<file path="src/rtl/vgatiming_gen.sv">
// vgatiming_gen: programmable VGA timing generator.
// Generates hSync/vSync/data-enable, pixel X/Y coordinates and line/frame
// interrupts from a shadowed timing set that is applied only at frame wrap.
// Counters and the output pipeline advance only while i_pixen is high.
// PIPE adds registered delay stages on the sync/de/coordinate outputs.
// Optional line-compare interrupt (o_intline): define VGATIMING_LINECMP_EN.
module vgatiming_gen #(
   parameter int CW   = 12,
   parameter int PIPE = 1
) (
   input  logic          i_clk,
   input  logic          i_reset,
   input  logic          i_pixen,
   input  logic [CW-1:0] i_hSyncStart,
   input  logic [CW-1:0] i_hBpStart,
   input  logic [CW-1:0] i_hVisibleStart,
   input  logic [CW-1:0] i_hEnd,
   input  logic          i_hSyncPol,
   input  logic [CW-1:0] i_vSyncStart,
   input  logic [CW-1:0] i_vBpStart,
   input  logic [CW-1:0] i_vVisibleStart,
   input  logic [CW-1:0] i_vEnd,
   input  logic          i_vSyncPol,
   input  logic          i_load,
   input  logic [CW-1:0] i_lineCmp,
   output logic          o_hSync,
   output logic          o_vSync,
   output logic          o_de,
   output logic [CW-1:0] o_x,
   output logic [CW-1:0] o_y,
   output logic          o_inth,
   output logic          o_intv,
   output logic          o_intline,
   output logic          o_loadPending
);

   localparam logic [CW-1:0] ALL_ONES = {CW{1'b1}};

   // ------------------------------------------------------------------
   // Active timing set
   // ------------------------------------------------------------------
   logic [CW-1:0] h_sync_start_q, h_sync_start_d;
   logic [CW-1:0] h_bp_start_q,   h_bp_start_d;
   logic [CW-1:0] h_vis_start_q,  h_vis_start_d;
   logic [CW-1:0] h_end_q,        h_end_d;
   logic          h_pol_q,        h_pol_d;
   logic [CW-1:0] v_sync_start_q, v_sync_start_d;
   logic [CW-1:0] v_bp_start_q,   v_bp_start_d;
   logic [CW-1:0] v_vis_start_q,  v_vis_start_d;
   logic [CW-1:0] v_end_q,        v_end_d;
   logic          v_pol_q,        v_pol_d;

   // ------------------------------------------------------------------
   // Counters, wrap detection and load handshake
   // ------------------------------------------------------------------
   logic [CW-1:0] hcnt_q, hcnt_d;
   logic [CW-1:0] vcnt_q, vcnt_d;
   logic [CW-1:0] vcnt_next;
   logic          load_pending_q, load_pending_d;
   logic          h_wrap;
   logic          v_wrap;
   logic          line_wrap;
   logic          frame_wrap;
   logic          apply_load;

   // Wrap conditions: programmed end or all-ones, so bad timing cannot lock up
   always_comb begin
      h_wrap     = (hcnt_q == h_end_q) || (hcnt_q == ALL_ONES);
      v_wrap     = (vcnt_q == v_end_q) || (vcnt_q == ALL_ONES);
      line_wrap  = i_pixen && h_wrap;
      frame_wrap = line_wrap && v_wrap;
      apply_load = frame_wrap && (load_pending_q || i_load);
      vcnt_next  = v_wrap ? '0 : vcnt_q + CW'(1);
   end

   // Next-state for the pixel and line counters
   always_comb begin
      hcnt_d = hcnt_q;
      vcnt_d = vcnt_q;
      if (i_pixen) begin
         hcnt_d = h_wrap ? '0 : hcnt_q + CW'(1);
      end
      if (line_wrap) begin
         vcnt_d = vcnt_next;
      end
   end

   // Pending flag: set by a load request, cleared by the frame wrap that
   // consumes it; a request arriving on the wrap cycle is applied at once
   always_comb begin
      load_pending_d = load_pending_q || i_load;
      if (frame_wrap) begin
         load_pending_d = 1'b0;
      end
   end

   // Shadow-to-active transfer only at a frame wrap with a load outstanding
   always_comb begin
      h_sync_start_d = h_sync_start_q;
      h_bp_start_d   = h_bp_start_q;
      h_vis_start_d  = h_vis_start_q;
      h_end_d        = h_end_q;
      h_pol_d        = h_pol_q;
      v_sync_start_d = v_sync_start_q;
      v_bp_start_d   = v_bp_start_q;
      v_vis_start_d  = v_vis_start_q;
      v_end_d        = v_end_q;
      v_pol_d        = v_pol_q;
      if (apply_load) begin
         h_sync_start_d = i_hSyncStart;
         h_bp_start_d   = i_hBpStart;
         h_vis_start_d  = i_hVisibleStart;
         h_end_d        = i_hEnd;
         h_pol_d        = i_hSyncPol;
         v_sync_start_d = i_vSyncStart;
         v_bp_start_d   = i_vBpStart;
         v_vis_start_d  = i_vVisibleStart;
         v_end_d        = i_vEnd;
         v_pol_d        = i_vSyncPol;
      end
   end

   // Timing, counter and handshake registers; reset takes the live inputs
   always_ff @(posedge i_clk) begin
      if (i_reset) begin
         h_sync_start_q <= i_hSyncStart;
         h_bp_start_q   <= i_hBpStart;
         h_vis_start_q  <= i_hVisibleStart;
         h_end_q        <= i_hEnd;
         h_pol_q        <= i_hSyncPol;
         v_sync_start_q <= i_vSyncStart;
         v_bp_start_q   <= i_vBpStart;
         v_vis_start_q  <= i_vVisibleStart;
         v_end_q        <= i_vEnd;
         v_pol_q        <= i_vSyncPol;
         hcnt_q         <= '0;
         vcnt_q         <= '0;
         load_pending_q <= 1'b0;
      end else begin
         h_sync_start_q <= h_sync_start_d;
         h_bp_start_q   <= h_bp_start_d;
         h_vis_start_q  <= h_vis_start_d;
         h_end_q        <= h_end_d;
         h_pol_q        <= h_pol_d;
         v_sync_start_q <= v_sync_start_d;
         v_bp_start_q   <= v_bp_start_d;
         v_vis_start_q  <= v_vis_start_d;
         v_end_q        <= v_end_d;
         v_pol_q        <= v_pol_d;
         hcnt_q         <= hcnt_d;
         vcnt_q         <= vcnt_d;
         load_pending_q <= load_pending_d;
      end
   end

   // ------------------------------------------------------------------
   // Region decode on the current counter values
   // ------------------------------------------------------------------
   logic          h_sync_act;
   logic          h_vis;
   logic          v_sync_act;
   logic          v_vis;
   logic          dec_hs;
   logic          dec_vs;
   logic          dec_de;
   logic [CW-1:0] dec_x;
   logic [CW-1:0] dec_y;

   // Sync/visible windows and coordinates relative to the visible origin
   always_comb begin
      h_sync_act = (hcnt_q >= h_sync_start_q) && (hcnt_q < h_bp_start_q);
      h_vis      = (hcnt_q >= h_vis_start_q) && (hcnt_q <= h_end_q);
      v_sync_act = (vcnt_q >= v_sync_start_q) && (vcnt_q < v_bp_start_q);
      v_vis      = (vcnt_q >= v_vis_start_q) && (vcnt_q <= v_end_q);
      dec_hs     = h_sync_act ? h_pol_q : ~h_pol_q;
      dec_vs     = v_sync_act ? v_pol_q : ~v_pol_q;
      dec_de     = h_vis && v_vis;
      dec_x      = dec_de ? (hcnt_q - h_vis_start_q) : '0;
      dec_y      = v_vis ? (vcnt_q - v_vis_start_q) : '0;
   end

   // ------------------------------------------------------------------
   // Output pipeline: stage 0 registers the decode, stages 1..PIPE delay it
   // ------------------------------------------------------------------
   genvar gi;
   generate
      for (gi = 0; gi <= PIPE; gi++) begin : g_stage
         logic          hs_d, vs_d, de_d;
         logic [CW-1:0] x_d, y_d;
         logic          hs_q, vs_q, de_q;
         logic [CW-1:0] x_q, y_q;

         if (gi == 0) begin : g_src
            assign hs_d = dec_hs;
            assign vs_d = dec_vs;
            assign de_d = dec_de;
            assign x_d  = dec_x;
            assign y_d  = dec_y;
         end else begin : g_src
            assign hs_d = g_stage[gi-1].hs_q;
            assign vs_d = g_stage[gi-1].vs_q;
            assign de_d = g_stage[gi-1].de_q;
            assign x_d  = g_stage[gi-1].x_q;
            assign y_d  = g_stage[gi-1].y_q;
         end

         // One delay stage advancing on enabled pixels; reset flushes to idle
         always_ff @(posedge i_clk) begin
            if (i_reset) begin
               hs_q <= ~i_hSyncPol;
               vs_q <= ~i_vSyncPol;
               de_q <= 1'b0;
               x_q  <= '0;
               y_q  <= '0;
            end else if (i_pixen) begin
               hs_q <= hs_d;
               vs_q <= vs_d;
               de_q <= de_d;
               x_q  <= x_d;
               y_q  <= y_d;
            end
         end
      end
   endgenerate

   assign o_hSync       = g_stage[PIPE].hs_q;
   assign o_vSync       = g_stage[PIPE].vs_q;
   assign o_de          = g_stage[PIPE].de_q;
   assign o_x           = g_stage[PIPE].x_q;
   assign o_y           = g_stage[PIPE].y_q;
   assign o_loadPending = load_pending_q;

   // ------------------------------------------------------------------
   // Interrupts: undelayed, one clock wide, on the enabled wrap cycle
   // ------------------------------------------------------------------
   assign o_inth = line_wrap && !i_reset;
   assign o_intv = frame_wrap && !i_reset;

`ifdef VGATIMING_LINECMP_EN
   // Fires on the wrap into the line that matches the live compare value
   assign o_intline = line_wrap && !i_reset && (vcnt_next == i_lineCmp);
`else
   logic unused_linecmp;
   assign unused_linecmp = ^i_lineCmp;
   assign o_intline      = 1'b0;
`endif

endmodule

</file>
<file path="config.mk">
export PLATFORM = sky130hd
export DESIGN_NAME = vgatiming_gen
export DESIGN_NICKNAME = d
export VERILOG_FILES = /design/src/rtl/vgatiming_gen.sv
export SDC_FILE = /design/constraint.sdc
export NUM_CORES = 1
export LEC_CHECK = 0
export ABC_AREA = 0
export CORE_ASPECT_RATIO = 1.4
export CORE_MARGIN = 1.5
export CORE_UTILIZATION = 49
export DETAILED_ROUTE_END_ITERATION = 6
export PLACE_DENSITY = 0.86
export SLEW_MARGIN = 20
export SYNTH_ARGS = -nofsm -noshare
export SYNTH_HDL_FRONTEND = slang
export SYNTH_SLANG_ARGS = --single-unit
</file>
<file path="constraint.sdc">
create_clock -name i_clk -period 9.08 [get_ports i_clk]
set_input_delay 1.816 -clock i_clk [delete_from_list [all_inputs] [get_ports i_clk]]
set_output_delay 1.816 -clock i_clk [all_outputs]
set_load 0.03 [all_outputs]
</file>
==> results_dict.tcl <==
set metrics [dict create \
    status "finished, final reports clean" \
    grt_overflow_total 0 \
    synth.distinct_cells 57 \
    setup_ws_ns 3.524 \
    gp_congestion 0.9210 \
    skew_ns 0.007228 \
    finalSetupViolCount 0 \
    final_cell_mix "clkdlybuf4s50_1 (130), edfxtp_1 (102), inv_1 (99)" \
    cts_made_buffers 17 \
    path_cells "buf_2, buf_4, o21a_2, nand2b_1, nor2_1, clkdlybuf4s50_1" \
    routedWlPerCell_microns 16.57 \
    rsz0062_at_grt "false" \
    placementRows 58 \
    ir_drop_mv 0.1244 \
    antenna_found_initial 0 \
    io_buffers 131 \
    finalHoldViolCount 0 \
    muxShareOfSynthArea_pct 3.155 \
    start_util_pct 49.76 \
    tritoncts "done" \
    die_y_microns 162.3 \
    cellPowerDensity_mw_per_mm2 163.4 \
    required_ns 7.26 \
    synth_top_area_cell "edfxtp_1" \
    syn-cell-area_sq_mm 0.008884 \
    synth_adder_area_share_pct 13.97 \
    drt_wl_total_mm 19.66 \
    num-nets-final 1145 \
    cts.sink_count 177 \
    multi_input_area_sq_mm 0.003857 \
    drtIter0Drc 230 \
    ys_top_cells_by_area "edfxtp_1 (34%), dfxtp_1 (17%), ha_1 (14%), inv_1 (4.2%), mux2i_1 (3.2%)" \
    max_stage_delay_ns 0.70 \
    cp-end-kind "primary output" \
    timing.max_cap.violations 0 \
    grt_max_degree 52 \
    async_flop_share_pct 0 \
    seq_area_sq_mm 0.004564 \
    post_cts_buffers 0 \
    final_common_cell "clkdlybuf4s50_1" \
    syn_to_final_growth_pct 24.21 \
    grt_pass1_vias 6481 \
    die_area_sq_mm 0.01896 \
    synth_seq_cells 177 \
    final_layout_size_suffix_gt1_share_pct 5.603 \
    synth_warnings 0 \
    die_w_microns 116.8 \
    grt_first_pass_wirelength_mm 31.30 \
    place_inst 1154 \
    worstPathArrival_ns 3.74 \
    cp_max_fo 35 \
    synthFlopType "edfxtp_1" \
    avgSynthCellArea_sq_um 11.13 \
    fmax_mhz 180.0 \
    synth_compound_area_share_pct 12.14 \
    synth_top_cell_area_share_pct 34.48 \
    synth_simple_gate_area_share_pct 10.62 \
    path_clk_slew_ns 0.06 \
    ioPinCount 145 \
    power.leakage_nw 4.849 \
    hold_buffers 0 \
    synth_top_family_by_area "adder cells" \
    ctsResizeCount 0 \
    viasPerCell 5.398 \
    ant_nets 0 \
    min_period_ns 5.556 \
    clock-root-buffer "clkbuf_16" \
    drcViolationCount 0 \
    grt_usage_pct 21.85 \
    dp_hpwl_mm 14.64 \
    synth_enable_flop_cells 102 \
    dr_total_vias 6402 \
    crit_slowest_cell "clkdlybuf4s50_1" \
    finalNonFillerCells 1186 \
    slew_viol_final 0 \
    synthCells 798 \
    ys_seq_area_share_pct 51.38 \
    slew_headroom_pct 41.36 \
    fin_util_pct 61.81 \
    fill_cells 1428 \
    insertion_delay_ns 0.44 \
    yosys.area_share.xor_xnor_pct 3.352 \
    diodes 0 \
    finalPower_mw 1.803 \
    core_area_sq_mm 0.01785 \
    cts_buffer_depth 2 \
    h-tree-depth 4 \
    finalCritPeriodShare_pct 61.19 \
    cp-start-kind "input port" \
    post-place-ws_ns 3.528 \
    setup_tns_ns 0 \
    worstSetupPathType "in -> out" \
    drt_pre_antenna_iters 6 \
    tightest_slew_ns 0.8774 \
    worstHoldPathType "reg -> reg" \
    syn_nets 1010 \
]
-- cell usage after synthesis (2+ instances only) --
cell type,count
o311ai_0,3
xnor2_1,18
dfxtp_1,75
a221oi_1,2
o21bai_1,3
ha_1,96
nor2b_1,7
nor4_1,3
o211ai_1,9
and4_1,9
or3_1,3
a2111oi_0,3
a22o_1,16
nand2b_1,11
inv_1,99
nor3_1,3
a211oi_1,5
edfxtp_1,102
a21o_1,20
nand3_1,14
a21oi_1,41
a31oi_1,6
nand4_1,21
clkbuf_1,10
mux2i_1,28
a211o_1,2
and3_1,5
o21ai_0,17
o31ai_1,4
buf_6,2
nand2_1,32
buf_2,7
fa_1,2
nor2_1,72
a22o_2,6
xor2_1,16
o21a_1,6
-- layer usage --
metal	up-vias	GRT usage [%]	part of all wire, %
li1	3139	-	-
met5	-	0	0
met3	61	3.545	4.2
met4	0	12.05	4.8
met1	3023	23.28	38
met2	179	40.19	54
-- final timing paths --
kind | start | endpoint | slack [ns] | cells after the start
setup / recovery | i_pixen | o_intv | 3.52 | 6
hold / removal | g_stage[0].de_q$_SDFFE_PP0P_ | g_stage[0].de_q$_SDFFE_PP0P_ | 0.46 | 1
setup reg to reg | hcnt_q[9]$_SDFFE_PP0P_ | h_end_q[0]$_DFFE_PP_ | 6.01 | 7
hold reg to reg | g_stage[0].de_q$_SDFFE_PP0P_ | g_stage[0].de_q$_SDFFE_PP0P_ | 0.46 | 1
-- through the flow --
stage / area [sq um] / hold WS [ns]
6_report: 11030 / 0.4571
5_1_grt: 11030 / 0.4759
4_1_cts: 11030 / 0.4608
3_5_place_dp: 10440 / 0.4454
3_3_place_gp: 10440 / 0.4353
2_1_floorplan: 8884 / 0.4248
-- where the power goes --
group	leakage (nW)	total [mW]	internal [mW]	switching (mW)
registers	1.61	0.903	0.890	0.0129
clock network	0.301	0.726	0.414	0.312
logic	2.94	0.173	0.0850	0.0883
-- state kept, by name (all words and copies together), names as in the netlist, 12 cells and up --
register and count:
hcnt_q 12, h_sync_start_q 12, v_end_q 12, vcnt_q 12, o_y 12, h_vis_start_q 12, o_x 12, v_vis_start_q 12
v_sync_start_q 12, v_bp_start_q 12, g_stage.x_q 12, h_bp_start_q 12, h_end_q 12, g_stage.y_q 12
-- cell type report --
type | instances | share of cell area [%]
repair buffers | 136 | 12.18
clock inverters | 9 | 0.6010
multi-input cells | 502 | 34.96
clock buffers | 23 | 4.808
inverters | 99 | 3.368
well taps | 240 | 2.721
flip-flops and latches | 177 | 41.37
-- kinds of logic (layout without fill, tap and decap cells) --
kind of cell             after synthesis  in the layout
adder cells (fa/ha/maj)               98             98
XOR/XNOR                              34             34
flip-flops                           177            177
AND/OR/NAND/NOR                      188            188
multiplexers                          28             28
buffers and inverters                119            267
other                                  1              1
AO/OA/AOI/OAI                        153            153
-- critical path: cells and delay by family --
kind	cells	cell delay [ns]
buffers and inverters	3	1.22
AO/OA/AOI/OAI	1	0.37
AND/OR/NAND/NOR	2	0.33
Power figures use the tool's default switching activity.
